`src/rtl/neopixel_frame_tx_if.sv`:
```
// Load/send handshake between the pattern generator and the strip driver.
// The generator is the master: it addresses the frame buffer and fires sends,
// and it watches the two ready flags to know when either is honoured.
interface neopixel_frame_tx_if;
  logic [2:0] pixel_index;
  logic [1:0] color_index;
  logic [7:0] color_level;
  logic       load_color;
  logic       send_it;
  logic       ready_to_load;
  logic       ready_to_send;

  modport master (
    output pixel_index,
    output color_index,
    output color_level,
    output load_color,
    output send_it,
    input  ready_to_load,
    input  ready_to_send
  );

  modport slave (
    input  pixel_index,
    input  color_index,
    input  color_level,
    input  load_color,
    input  send_it,
    output ready_to_load,
    output ready_to_send
  );
endinterface

```
`src/rtl/neopixel_frame_tx.sv`:
```
// WS2812 strip driver: holds a NUM_PIXELS x RGB frame buffer written over the
// load handshake and, on a send, shifts it out on neo_data as GRB MSB-first
// bits followed by the low latch gap that makes the strip display the frame.
module neopixel_frame_tx #(
  parameter int NUM_PIXELS = 5,
  parameter int T_BIT      = 63,
  parameter int T0H        = 18,
  parameter int T1H        = 35,
  parameter int T_LATCH    = 2500
) (
  input  logic                clock,
  input  logic                reset,
  neopixel_frame_tx_if.slave  bus,
  output logic                neo_data
);

  localparam int CW = $clog2(T_LATCH + 1);

  localparam logic [CW-1:0] T0H_LEN    = CW'(T0H);
  localparam logic [CW-1:0] T1H_LEN    = CW'(T1H);
  localparam logic [CW-1:0] BIT_END    = CW'(T_BIT - 1);
  localparam logic [CW-1:0] TAIL_END   = CW'(T_BIT);
  localparam logic [CW-1:0] LATCH_END  = CW'(T_LATCH - 1);

  typedef enum logic [1:0] {
    IDLE,
    BIT_HIGH,
    BIT_LOW,
    LATCH
  } state_t;

  state_t        state;
  logic [CW-1:0] cycle_cnt;
  logic [4:0]    bit_cnt;
  logic [2:0]    pix_cnt;

  logic [7:0]    frame_buf [NUM_PIXELS][3];

  logic          write_en;
  logic [7:0]    cur_byte;
  logic          cur_bit;
  logic [CW-1:0] high_len;
  logic          last_bit;

  // A write lands only in IDLE and only at a real pixel / colour slot.
  assign write_en = bus.load_color && bus.ready_to_load &&
                    (int'(bus.pixel_index) < NUM_PIXELS) &&
                    (bus.color_index != 2'd3);

  assign last_bit = (bit_cnt == 5'd23) && (int'(pix_cnt) == NUM_PIXELS - 1);

  // Frame buffer: cleared by reset, otherwise only changed by accepted writes,
  // so it stays frozen while a frame is on the wire and persists between frames.
  always_ff @(posedge clock) begin
    if (reset) begin
      for (int p = 0; p < NUM_PIXELS; p++) begin
        for (int c = 0; c < 3; c++) begin
          frame_buf[p][c] <= 8'h00;
        end
      end
    end else if (write_en) begin
      frame_buf[bus.pixel_index][bus.color_index] <= bus.color_level;
    end
  end

  // Pick the bit on the wire: green, red, blue bytes in turn, MSB first.
  always_comb begin
    cur_byte = 8'h00;
    case (bit_cnt[4:3])
      2'd0:    cur_byte = frame_buf[pix_cnt][1];
      2'd1:    cur_byte = frame_buf[pix_cnt][0];
      2'd2:    cur_byte = frame_buf[pix_cnt][2];
      default: cur_byte = 8'h00;
    endcase
    cur_bit  = cur_byte[~bit_cnt[2:0]];
    high_len = cur_bit ? T1H_LEN : T0H_LEN;
  end

  // Transmit sequencer. neo_data is registered one edge behind the state, so
  // each bit's slot runs from the edge after entering BIT_HIGH; the buffer is
  // read from that edge on, which lets a write made with the send be sent.
  // The last bit stays one count longer in BIT_LOW so that the full latch gap
  // is measured from the final low clock actually driven on the wire.
  always_ff @(posedge clock) begin
    if (reset) begin
      state         <= LATCH;
      cycle_cnt     <= '0;
      bit_cnt       <= '0;
      pix_cnt       <= '0;
      neo_data      <= 1'b0;
      bus.ready_to_load <= 1'b0;
      bus.ready_to_send <= 1'b0;
    end else begin
      case (state)
        IDLE: begin
          neo_data <= 1'b0;
          if (bus.send_it) begin
            state             <= BIT_HIGH;
            cycle_cnt         <= '0;
            bit_cnt           <= '0;
            pix_cnt           <= '0;
            bus.ready_to_load <= 1'b0;
            bus.ready_to_send <= 1'b0;
          end
        end

        BIT_HIGH: begin
          cycle_cnt <= cycle_cnt + 1'b1;
          if (cycle_cnt == high_len) begin
            neo_data <= 1'b0;
            state    <= BIT_LOW;
          end else begin
            neo_data <= 1'b1;
          end
        end

        BIT_LOW: begin
          neo_data <= 1'b0;
          if (!last_bit && (cycle_cnt == BIT_END)) begin
            cycle_cnt <= '0;
            state     <= BIT_HIGH;
            if (bit_cnt == 5'd23) begin
              bit_cnt <= '0;
              pix_cnt <= pix_cnt + 1'b1;
            end else begin
              bit_cnt <= bit_cnt + 1'b1;
            end
          end else if (last_bit && (cycle_cnt == TAIL_END)) begin
            cycle_cnt <= '0;
            bit_cnt   <= '0;
            pix_cnt   <= '0;
            state     <= LATCH;
          end else begin
            cycle_cnt <= cycle_cnt + 1'b1;
          end
        end

        LATCH: begin
          neo_data <= 1'b0;
          if (cycle_cnt == LATCH_END) begin
            cycle_cnt         <= '0;
            state             <= IDLE;
            bus.ready_to_load <= 1'b1;
            bus.ready_to_send <= 1'b1;
          end else begin
            cycle_cnt <= cycle_cnt + 1'b1;
          end
        end

        default: begin
          neo_data          <= 1'b0;
          cycle_cnt         <= '0;
          state             <= LATCH;
          bus.ready_to_load <= 1'b0;
          bus.ready_to_send <= 1'b0;
        end
      endcase
    end
  end

endmodule

```
`src/flat_wrapper.sv`:
```
// flat-port wrapper written by rule: the top's interface ports become plain ports
module neopixel_frame_tx_flat 
#(
  parameter int NUM_PIXELS = 5,
  parameter int T_BIT      = 63,
  parameter int T0H        = 18,
  parameter int T1H        = 35,
  parameter int T_LATCH    = 2500
)
  (clock, reset, neo_data, bus_pixel_index, bus_color_index, bus_color_level, bus_load_color, bus_send_it, bus_ready_to_load, bus_ready_to_send);
  neopixel_frame_tx_if bus_i ();
  input  logic clock;
  input  logic reset;
  output logic neo_data;
  input wire logic [$bits(bus_i.pixel_index)-1:0] bus_pixel_index;
  input wire logic [$bits(bus_i.color_index)-1:0] bus_color_index;
  input wire logic [$bits(bus_i.color_level)-1:0] bus_color_level;
  input wire logic [$bits(bus_i.load_color)-1:0] bus_load_color;
  input wire logic [$bits(bus_i.send_it)-1:0] bus_send_it;
  output wire logic [$bits(bus_i.ready_to_load)-1:0] bus_ready_to_load;
  output wire logic [$bits(bus_i.ready_to_send)-1:0] bus_ready_to_send;
  assign bus_i.pixel_index = bus_pixel_index;
  assign bus_i.color_index = bus_color_index;
  assign bus_i.color_level = bus_color_level;
  assign bus_i.load_color = bus_load_color;
  assign bus_i.send_it = bus_send_it;
  assign bus_ready_to_load = bus_i.ready_to_load;
  assign bus_ready_to_send = bus_i.ready_to_send;
  neopixel_frame_tx #(.NUM_PIXELS(NUM_PIXELS), .T_BIT(T_BIT), .T0H(T0H), .T1H(T1H), .T_LATCH(T_LATCH)) u_core (.clock(clock), .reset(reset), .bus(bus_i), .neo_data(neo_data));
endmodule
```
`config.mk`:
```
export PLATFORM = sky130hd
export DESIGN_NAME = neopixel_frame_tx_flat
export DESIGN_NICKNAME = d
export VERILOG_FILES = /design/src/rtl/neopixel_frame_tx_if.sv /design/src/rtl/neopixel_frame_tx.sv /design/src/flat_wrapper.sv
export SDC_FILE = /design/constraint.sdc
export NUM_CORES = 1
export LEC_CHECK = 0
export BUFFER_PORTS_ARGS = -buffer_cell sky130_fd_sc_hd__clkbuf_2
export CAP_MARGIN = 10
export CORE_MARGIN = 10
export CORE_UTILIZATION = 25
export CTS_CLUSTER_DIAMETER = 80
export DETAILED_ROUTE_END_ITERATION = 16
export PLACE_DENSITY = 0.48
export SLEW_MARGIN = 20
export SYNTH_ARGS = -nofsm -noshare
export SYNTH_HDL_FRONTEND = slang
export SYNTH_SLANG_ARGS = --single-unit
```
`constraint.sdc`:
```
create_clock -name clock -period 4 [get_ports clock]
set_clock_uncertainty 0.15 [all_clocks]
set_input_delay 0.8 -clock clock [delete_from_list [all_inputs] [get_ports clock]]
set_output_delay 0.8 -clock clock [all_outputs]
set_load 0.005 [all_outputs]
```
==> flow_summary.json <==
{
  "cp-end-kind": "register",
  "gp_congestion": 0.781,
  "finalCritPeriodShare_pct": 81.4,
  "synth-async-reset-ratio_pct": 0,
  "fmax_mhz": 307,
  "grt_pass1_wl_um": 36000,
  "die-area_sq_mm": 0.0471,
  "cts_setup_buffers": 0,
  "dpl.hpwl_um": 15900,
  "p_leak_nw": 4.03,
  "min_period_ns": 3.26,
  "ctsResizeCount": 0,
  "synth_flop_cell": "edfxtp_1",
  "cts_hold_buf": 0,
  "drtIter0Drc": 413,
  "required_ns": 4.26,
  "start_util_pct": 25.2,
  "synth_top_area_share_pct": 59.4,
  "highest_layer": "met4",
  "route.detailed.wl_per_inst_um": 17.5,
  "die_x_um": 217,
  "root_buffer": "clkbuf_16",
  "place_inst": 1272,
  "cap_violations": 0,
  "rsz0062_at_grt": "false",
  "grt_overflow_total": 0,
  "worst_pin_slew_ns": 0.820,
  "cp-start-kind": "register",
  "ys_warn_count": 0,
  "numCtsBuffers": 26,
  "power_mw": 5.41,
  "portBuffers": 19,
  "fin_cells": 1321,
  "synth_edf_count": 192,
  "path_clk_slew_ns": 0.06,
  "cp.arrival_ns": 3.51,
  "setup_violations": 0,
  "cts_tree": "yes",
  "worst-setup-path-type": "register to register",
  "hold_path_class": "register to register",
  "met1Wirelength_um": 10200,
  "grt_pass1_vias": 5957,
  "first_pass_iters": 5,
  "yosysMostFrequentCell": "edfxtp_1",
  "grt.total_usage_pct": 9.78,
  "p_sw_share_pct": 23.6,
  "p_sw_mw": 1.27,
  "pwr-share-seq_pct": 49.8,
  "fin_nets": 808,
  "htreeDepth": 1,
  "powerDensity_mw_per_mm2": 470,
  "vias_per_cell": 4.35,
  "yosys-top-cells-count": "192 x edfxtp_1, 125 x nor2_1, 57 x nand2_1, 28 x mux4_2, 27 x dfxtp_1",
  "ant_nets": 0,
  "p_clk_share_pct": 41.6,
  "ys_ff_latch": 219,
  "vias": 5750,
  "drt-total-wl_um": 23200,
  "hold_viol": 0,
  "yosysSeqAreaShare_pct": 65.0,
  "fp.dieH_um": 217,
  "clkSinkCount": 219,
  "p_int_mw": 4.14,
  "netlist_instances": 678,
  "clock_path_buffers": 3,
  "clkLatencyLatePin_ns": 0.52,
  "totalNegativeSetupSlack_ns": 0,
  "core_area_sq_mm": 0.0385,
  "crit_path_max_fanout": 38,
  "pwr-share-comb_pct": 8.6,
  "ys_top_cells_by_area": "edfxtp_1 59%, mux4_2 6.5%, dfxtp_1 5.6%",
  "drc": 0,
  "n_fill_cell": 3877,
  "ir_worst_vdd_v": 0.000274,
  "drv_slew": 0,
  "wl_met2_um": 11200,
  "status": "completed",
  "yosysTopAreaCell": "edfxtp_1",
  "grt_start_max_net_pins": 39,
  "rows": 72,
  "io_pins": 20,
  "synth.distinct_cells": 56,
  "grt_antenna_before_repair": 0,
  "syn_area_sq_mm": 0.00970,
  "drive_gt1_share_pct": 15.0,
  "area_growth_pct": 18.7,
  "syn_avg_cell_area_sq_um": 14.3,
  "wl_met3_um": 1120,
  "slew_headroom_pct": 45.4
}
==> metrics by stage <==
step / setup slack, ns / util, % / area [sq um] / hold slack (ns)
6_report: 0.744 / 29.9 / 11500 / 0.357
5_1_grt: 0.615 / 29.9 / 11500 / 0.405
2_1_floorplan: 1.05 / - / 9970 / 0.320
3_3_place_gp: 0.557 / 27.8 / 10700 / 0.345
4_1_cts: 0.756 / 29.9 / 11500 / 0.364
3_5_place_dp: 0.608 / 27.8 / 10700 / 0.358
==> per-layer routing <==
layer / vias to the layer above / GRT usage (%)
li1: 2708 / -
met1: 2873 / 12.8
met2: 135 / 16.2
met3: 34 / 1.79
met4: 0 / 2.77
met5: - / 0
==> layout make-up <==
type	count	area, sq um	share of cell area (%)
multi-input cells	475	3360	29.2
diodes	1	2.50	0.0217
flip-flops and latches	219	6310	54.8
repair buffers	43	313	2.72
clock inverters	15	116	1.01
well taps	518	648	5.63
inverters	17	63.8	0.554
clock buffers	33	698	6.07
==> critical path: stages (launching register included) <==
cell,delay (ns)
dfxtp_2,0.35
buf_12,0.27
mux4_1,0.68
a221oi_1,0.33
a31oi_1,0.13
a22o_2,0.29
nand4b_4,0.11
mux2_4,0.33
o211a_1,0.20
a211o_1,0.26
==> state kept, by name (all words and copies together) (netlist names), named ones only <==
signal,flops
u_core.bit_cnt,5
u_core.state,2
u_core.frame_buf,192
u_core.neo_data,1
u_core.cycle_cnt,12
u_core.bus.ready_to_load,1
u_core.pix_cnt,3
==> logic make-up (layout without fill, tap and decap cells) <==
logic type	count (synthesis)	in the layout	share of synthesized area (%)
flops	219	219	65.0
mux	65	65	13.4
buf+inv	55	108	3.11
fa+ha+maj	9	9	1.16
xor+xnor	5	5	0.452
compound gates	61	61	4.26
simple gates	263	263	12.5
other cells	1	73	0.0387
==> worst paths after layout <==
kind	from	slack [ns]	to	cells past startpoint
max	register	0.74	u_core.state[1]$_SDFFE_PP1P_	9
max reg2reg	register	0.74	u_core.state[1]$_SDFFE_PP1P_	9
min	u_core.cycle_cnt[10]$_SDFFE_PP0P_	0.36	u_core.cycle_cnt[10]$_SDFFE_PP0P_	2
min reg2reg	u_core.cycle_cnt[10]$_SDFFE_PP0P_	0.36	u_core.cycle_cnt[10]$_SDFFE_PP0P_	2
==> power groups by stage <==
stage / Combinational, mW / Sequential [mW] / Clock, mW
6_report: 0.468 / 2.70 / 2.25
3_5_place_dp: 0.469 / 2.74 / 0
3_3_place_gp: 0.467 / 2.74 / 0
5_1_grt: 0.526 / 2.71 / 2.41
4_1_cts: 0.471 / 2.70 / 2.31
2_1_floorplan: 0.360 / 2.69 / 0
==> placed cells by master, fill, tap and decap left out, drive strengths merged, types with 11 or more instances in the layout <==
cell,instances
a21oi,17
edfxtp,192
mux2i,14
inv,17
conb,72
clkbuf,52
nand3,11
buf,24
nand2,57
mux4,46
clkinv,13
o21ai,14
nor2,125
dfxtp,27
No activity file was read; power rests on OpenSTA's default activity.
